## config.mk

```make
export PLATFORM = sky130hd
export DESIGN_NAME = addsub_arbiter
export DESIGN_NICKNAME = d
export VERILOG_FILES = /design/src/rtl/addsub_arbiter.sv
export SDC_FILE = /design/constraint.sdc
export NUM_CORES = 1
export LEC_CHECK = 0
export ABC_AREA = 0
export CAP_MARGIN = 20
export CORE_ASPECT_RATIO = 1.75
export CORE_MARGIN = 5
export CORE_UTILIZATION = 37
export DETAILED_ROUTE_END_ITERATION = 12
export GPL_TIMING_DRIVEN = 0
export PLACE_DENSITY = 0.74
export REMOVE_ABC_BUFFERS = 1
export SLEW_MARGIN = 20
export SYNTH_ARGS = -nofsm -noshare
export SYNTH_HDL_FRONTEND = slang
export SYNTH_SLANG_ARGS = --single-unit
```

## constraint.sdc

```tcl
create_clock -name clk_i -period 1.5 [get_ports clk_i]
set_clock_uncertainty 0.1 [all_clocks]
set_input_delay 0.3 -clock clk_i [delete_from_list [all_inputs] [get_ports clk_i]]
set_output_delay 0.3 -clock clk_i [all_outputs]
set_load 0.05 [all_outputs]
```

## src/rtl/addsub_arbiter.sv

```systemverilog
// rtl/addsub_arbiter.sv - round-robin arbiter sharing one add/sub datapath between two requesters
module addsub_arbiter #(
    parameter int WIDTH = 4
) (
    input  logic             clk_i,
    input  logic             rst_i,

    input  logic             req0_valid_i,
    output logic             req0_ready_o,
    input  logic [WIDTH-1:0] req0_a_i,
    input  logic [WIDTH-1:0] req0_b_i,
    input  logic             req0_m_i,

    input  logic             req1_valid_i,
    output logic             req1_ready_o,
    input  logic [WIDTH-1:0] req1_a_i,
    input  logic [WIDTH-1:0] req1_b_i,
    input  logic             req1_m_i,

    output logic             rsp0_valid_o,
    input  logic             rsp0_ready_i,
    output logic [WIDTH-1:0] rsp0_sum_o,
    output logic             rsp0_carry_o,
    output logic             rsp0_ovf_o,

    output logic             rsp1_valid_o,
    input  logic             rsp1_ready_i,
    output logic [WIDTH-1:0] rsp1_sum_o,
    output logic             rsp1_carry_o,
    output logic             rsp1_ovf_o,

    output logic [WIDTH-1:0] dp_a_o,
    output logic [WIDTH-1:0] dp_b_o,
    output logic             dp_m_o,
    input  logic [WIDTH-1:0] dp_sum_i,
    input  logic             dp_carry_i
);

    typedef enum logic [1:0] {
        IDLE  = 2'd0,
        ISSUE = 2'd1,
        RESP  = 2'd2
    } state_t;

    state_t                 state_q, state_d;
    logic                   prio_q, prio_d;
    logic                   gnt_q, gnt_d;
    logic [WIDTH-1:0]       reg_a_q, reg_a_d;
    logic [WIDTH-1:0]       reg_b_q, reg_b_d;
    logic                   reg_m_q, reg_m_d;
    logic [1:0]             rsp_valid_q, rsp_valid_d;
    logic [1:0][WIDTH-1:0]  rsp_sum_q, rsp_sum_d;
    logic [1:0]             rsp_carry_q, rsp_carry_d;
    logic [1:0]             rsp_ovf_q, rsp_ovf_d;

    logic                   grant;
    logic                   accept;
    logic                   ovf;
    logic                   rsp_ready_gnt;

    // A lone requester always wins; the pointer only breaks ties.
    always_comb begin
        grant = req1_valid_i;
        if (req0_valid_i && req1_valid_i) begin
            grant = prio_q;
        end
    end

    assign req0_ready_o  = (state_q == IDLE) & req0_valid_i & ~grant;
    assign req1_ready_o  = (state_q == IDLE) & req1_valid_i & grant;
    assign accept        = req0_ready_o | req1_ready_o;
    assign rsp_ready_gnt = gnt_q ? rsp1_ready_i : rsp0_ready_i;

    // Overflow: effective operand signs agree but the result sign differs from A.
    assign ovf = (reg_a_q[WIDTH-1] ~^ (reg_b_q[WIDTH-1] ^ reg_m_q))
               & (dp_sum_i[WIDTH-1] ^ reg_a_q[WIDTH-1]);

    always_comb begin
        state_d     = state_q;
        prio_d      = prio_q;
        gnt_d       = gnt_q;
        reg_a_d     = reg_a_q;
        reg_b_d     = reg_b_q;
        reg_m_d     = reg_m_q;
        rsp_valid_d = rsp_valid_q;
        rsp_sum_d   = rsp_sum_q;
        rsp_carry_d = rsp_carry_q;
        rsp_ovf_d   = rsp_ovf_q;

        case (state_q)
            IDLE: begin
                if (accept) begin
                    gnt_d   = grant;
                    reg_a_d = grant ? req1_a_i : req0_a_i;
                    reg_b_d = grant ? req1_b_i : req0_b_i;
                    reg_m_d = grant ? req1_m_i : req0_m_i;
                    state_d = ISSUE;
                end
            end
            ISSUE: begin
                rsp_sum_d[gnt_q]   = dp_sum_i;
                rsp_carry_d[gnt_q] = dp_carry_i;
                rsp_ovf_d[gnt_q]   = ovf;
                rsp_valid_d[gnt_q] = 1'b1;
                state_d            = RESP;
            end
            RESP: begin
                if (rsp_ready_gnt) begin
                    rsp_valid_d[gnt_q] = 1'b0;
                    prio_d             = ~gnt_q;
                    state_d            = IDLE;
                end
            end
            default: begin
                state_d = IDLE;
            end
        endcase
    end

    always_ff @(posedge clk_i or posedge rst_i) begin
        if (rst_i) begin
            state_q     <= IDLE;
            prio_q      <= 1'b0;
            gnt_q       <= 1'b0;
            reg_a_q     <= '0;
            reg_b_q     <= '0;
            reg_m_q     <= 1'b0;
            rsp_valid_q <= '0;
            rsp_sum_q   <= '0;
            rsp_carry_q <= '0;
            rsp_ovf_q   <= '0;
        end else begin
            state_q     <= state_d;
            prio_q      <= prio_d;
            gnt_q       <= gnt_d;
            reg_a_q     <= reg_a_d;
            reg_b_q     <= reg_b_d;
            reg_m_q     <= reg_m_d;
            rsp_valid_q <= rsp_valid_d;
            rsp_sum_q   <= rsp_sum_d;
            rsp_carry_q <= rsp_carry_d;
            rsp_ovf_q   <= rsp_ovf_d;
        end
    end

    assign dp_a_o       = reg_a_q;
    assign dp_b_o       = reg_b_q;
    assign dp_m_o       = reg_m_q;

    assign rsp0_valid_o = rsp_valid_q[0];
    assign rsp0_sum_o   = rsp_sum_q[0];
    assign rsp0_carry_o = rsp_carry_q[0];
    assign rsp0_ovf_o   = rsp_ovf_q[0];

    assign rsp1_valid_o = rsp_valid_q[1];
    assign rsp1_sum_o   = rsp_sum_q[1];
    assign rsp1_carry_o = rsp_carry_q[1];
    assign rsp1_ovf_o   = rsp_ovf_q[1];

endmodule

```

# Word level (Yosys, flattened, before mapping)
# Index checks and enable logic that the tools add are counted.
# Widths: inputs -> output; s select.
# totals
reg_bits	27
inputBits	29
out_inout_bits	25
word_cells	56
# classes
n_lt_le_gt_ge	2
n_eq_ne	4
muxes	17
bitwise_logic	14
n_reduce_logical	8
# ops
op	n
$mux 4	3
$bwmux 8	1
$reduce_and 2->1	4
$mux 2	3
$pmux 2 s3	1
$and 1x1->1	5
$bwmux 2	2
$demux 4 s1	1
$mux 1	4
$ne 2x2->1 const B	2
$pmux 2 s2	1
$and 2x2->2	1
$eq 2x1->1 const B	1
$eq 2x2->1 const B	1
$logic_and 1x1->1	2
$logic_not 2->1	1
$lt 1x2->1 const B	1
$not 1->1	2
$not 2->2	1
$or 2x2->2	1
$reduce_bool 2->1	1
$xor 1x1->1	2
$demux 1 s1	1
$ge 1x1->1 const B	1
other kinds (2)	2

# Logic depth before layout (Yosys ltp)
# logic_depth
ltp_word	8
depth_mapped	5
ltp_nobuf	3

# Worst setup path after synthesis
# OpenSTA, ideal clock, no wires.
# synth_timing
kind	reg2out
startpoint	reg state_q[1]
endpoint	out req0_ready_o
arrival_time_ps	1680
required_ps	1100
slack_ps	-580
stages_incl_launch_ff	6
n_path_buf	2
path_cell_list	dfrtp_1 > buf_2 > nor2_1 > buf_2 > nand2_1 > a21oi_1
# synth_via
elab_chain_cells	3
# synth_lines
element	line_no	text
from (decl)	45	state_t state_q, state_d;
from (signal assigned)	133	state_q <= state_d;
$logic_not 2->1	69	assign req0_ready_o = (state_q == IDLE) & req0_valid_i & ~grant;
$and 1x1->1 (2 in a row)	69	
to (decl)	9	output logic req0_ready_o,
# Every way passes these cells.

# Final worst setup path
# Ends and elaborated chain as after synthesis.

==> key figures <==
Synth
  • Synth Area per Inst: about 11 um2
  • Synth Instances: around 120
  • Register area share after synthesis: around 54%
  • Cell area after synthesis: between 1000 and 1500 um2
  • Distinct cells, synth: 25
  • Warnings from Yosys: 0
  • Post-synthesis register bit count: 27

Floorplan
  • I/O pins: 54
  • Die area: 4730 um2
  • Row cnt: 28
  • Core Box Area: between 3000 and 4000 um2
  • Die W: between 50 and 60 um
  • Initial core utilization: a little under two fifths
  • Die Y: slightly below 90 um

STA
  • Worst-margin pin slew: 0.932 ns
  • Slew Viols, Final: 0
  • Final Hold Vio Count: 0
  • Fin crit share: 107%
  • Slew HR: 37.5%
  • Hold WS: about 0.34 ns
  • F_max: about 620 MHz
  • Worst setup margin: -0.104 ns
  • Final period demand of the worst path: 1.60 ns
  • Count of final setup violators: 3
  • RSZ-0062 raised after global routing: yes
  • Setup_tns: -0.187 ns

Status
  • Status: finished with violations
  • Failing checks: negative setup slack

Cells and area
  • Core Util, Final: 59.5%
  • Most frequent cells in the layout: clkdlybuf4s50_1, dfrtp_1, clkdlybuf4s15_2, a21oi_1, o21ai_0
  • Final nets: 209
  • Diode count: 0
  • Area growth from synthesis to layout: 57.0%
  • Layout cells sized above 1: 33.5%
  • Fill cells: between 200 and 300
  • Non-Filler Instances: roughly 220
  • Final instance area: between 1500 and 2000 um2
  • Multi-input logic area: 544 um2
  • FF+latch area: about 680 um2
  • Commonest non-fill, non-tap cell in the layout: clkdlybuf4s50_1

Pwr
  • Maximum vdd ir drop: between 1000 and 1500 uV
  • Pwr Density: 2410 nW/um2
  • Leakage: 0.816 nW

Clock tree
  • Post-CTS Hold Buffers: 0
  • Clk sink count: 27
  • CTS tree: built
  • Clk buf depth: 2
  • H-Tree Depth: 1
  • Reg clk slew, reported paths: roughly 0.080 ns
  • Clk root buf: clkbuf_8
  • Clk Latency, worst-skew pair: between 0.2 and 0.3 ns
  • CTS buffer count: 3

Worst setup path
  • CP Data Required Time: 1.10 ns
  • Crit path max fanout: 3
  • Setup crit end kind: primary output
  • CP Data Arrival Time: roughly 1.2 ns
  • R2r worst-path depth: 3
  • R2R setup slack: 0 ns
  • Critical R2R Launch: state_q[1]
  • Reg-to-reg endpoint: rsp1_sum_o[2]
  • Startpoint Class: flip-flop
  • Crit Path Class: reg2out

Routing
  • Routed via count: ~1,100
  • Routed WL per cell: 14.1 um
  • Initial drt markers: 9
  • Vias/cell: 5.10
  • DRC: 0
  • Final ANT Viol Nets: 0
  • Final WL: 3150 um
  • DR pass1 iterations: 4

GRT
  • Vias in the first global route: ~1,200
  • Initial antenna violation count: 0
  • Largest net degree at the start of global routing: 28
  • Total track usage: between 10% and 20%
  • Total grt overflow: 0
  • First-pass GRT wire length: between 5000 and 6000 um

Placement
  • DP HPWL: roughly 2300 um
  • Final Wtd Congestion: roughly 0.79
  • Inst Count DP: between 200 and 250
  • Number of buffers added on ports: 53
  • Cell Area, Placed: between 1500 and 2000 um2

Job
  • Max-Cap Viols: 0

Hold path
  • Worst hold path type: in2async
[metal layers]
layer	vias to the layer above	track usage (%)	part of all wire (%)	wire length, um
met1	540	17.0	39	1230
met4	0	0.680	0	0
met3	0	3.60	7.7	243
met2	54	26.1	53	1680
li1	548	-	-	-
met5	-	0	0	0
[registers in the layout, summed over array words and instances (netlist names), 2 cells and up, named ones only]
name	count
rsp_ovf_q	2
rsp1_sum_o	4
dp_b_o	4
rsp0_sum_o	4
rsp_carry_q	2
state_q	2
dp_a_o	4
[worst max path at each step]
| stage | from | end | slack [ns] |
|---|---|---|---|
| floorplan | state_q[1] | req0_ready_o | -0.69 |
| global route | state_q[1] | req0_ready_o | -0.16 |
| detailed placement | state_q[1] | req0_ready_o | -1.09 |
| global placement | state_q[1] | req0_ready_o | -1.08 |
| CTS | state_q[0] | req0_ready_o | -0.11 |
| finish | state_q[1] | req0_ready_o | -0.10 |
[cell families after synthesis]
family,count (synthesis),synth area share [%]
DFF,27,53.5
buffers and inverters,13,5.45
AOI/OAI and AO/OA,40,18.0
and+or+nand+nor,27,12.6
muxes,11,9.71
xor gates and xnor gates,1,0.694
[through the flow]
stage	power, mW	setup WS (ns)
2_1_floorplan	3.27	-0.694
3_3_place_gp	4.17	-1.08
3_5_place_dp	4.23	-1.09
4_1_cts	4.75	-0.109
5_1_grt	5.04	-0.160
6_report	4.77	-0.104
[where the power goes]
part	internal, mW	switching, mW
clock	0.189	0.200
sequential	1.10	0.259
combinational	1.13	1.89
total	2.42	2.35
[critical path, cell delays in order (launching register included)]
cell	delay, ns
dfrtp_2	0.43
nor2_4	0.14
nand2_2	0.07
a21oi_2	0.13
buf_6	0.17
[area by class of cell]
cell class	instances	area share, %
Tap cell	45	2.84
Timing Repair Buffer	64	32.3
Multi-Input combinational cell	79	27.5
Sequential cell	27	34.2
Inverter	5	0.947
Clock buffer	4	2.27
[Yosys cell counts (all sizes together)]
library cell	n	area share, %
a31oi	10	5.5
xor2	1	0.69
nand2	4	1.2
clkbuf	2	0.59
o21ai	11	4.4
nor2	3	0.89
buf	6	3.4
nand2b	1	0.50
a21o	1	0.59
nor2b	3	1.5
a21oi	16	6.3
and2	1	0.69
o2111ai	1	0.69
dfrtp	27	54
nor3b	1	1.5
mux2i	1	0.79
nand3	9	3.6
or2	1	0.50
inv	5	1.5
o31ai	1	0.59
mux2	10	8.9
and3	1	0.50
nand3b	3	1.8
[repair_timing]
| action | 4_1_cts | 5_1_grt |
|---|---|---|
| endpoints found under the setup margin | 41 | 23 |
| resized for setup | 95 | 5 |
| gates cloned | 0 | 0 |
| setup buffers | 9 | 2 |
| pin swaps | 2 | 4 |
No activity file was read; power rests on OpenSTA's default activity.
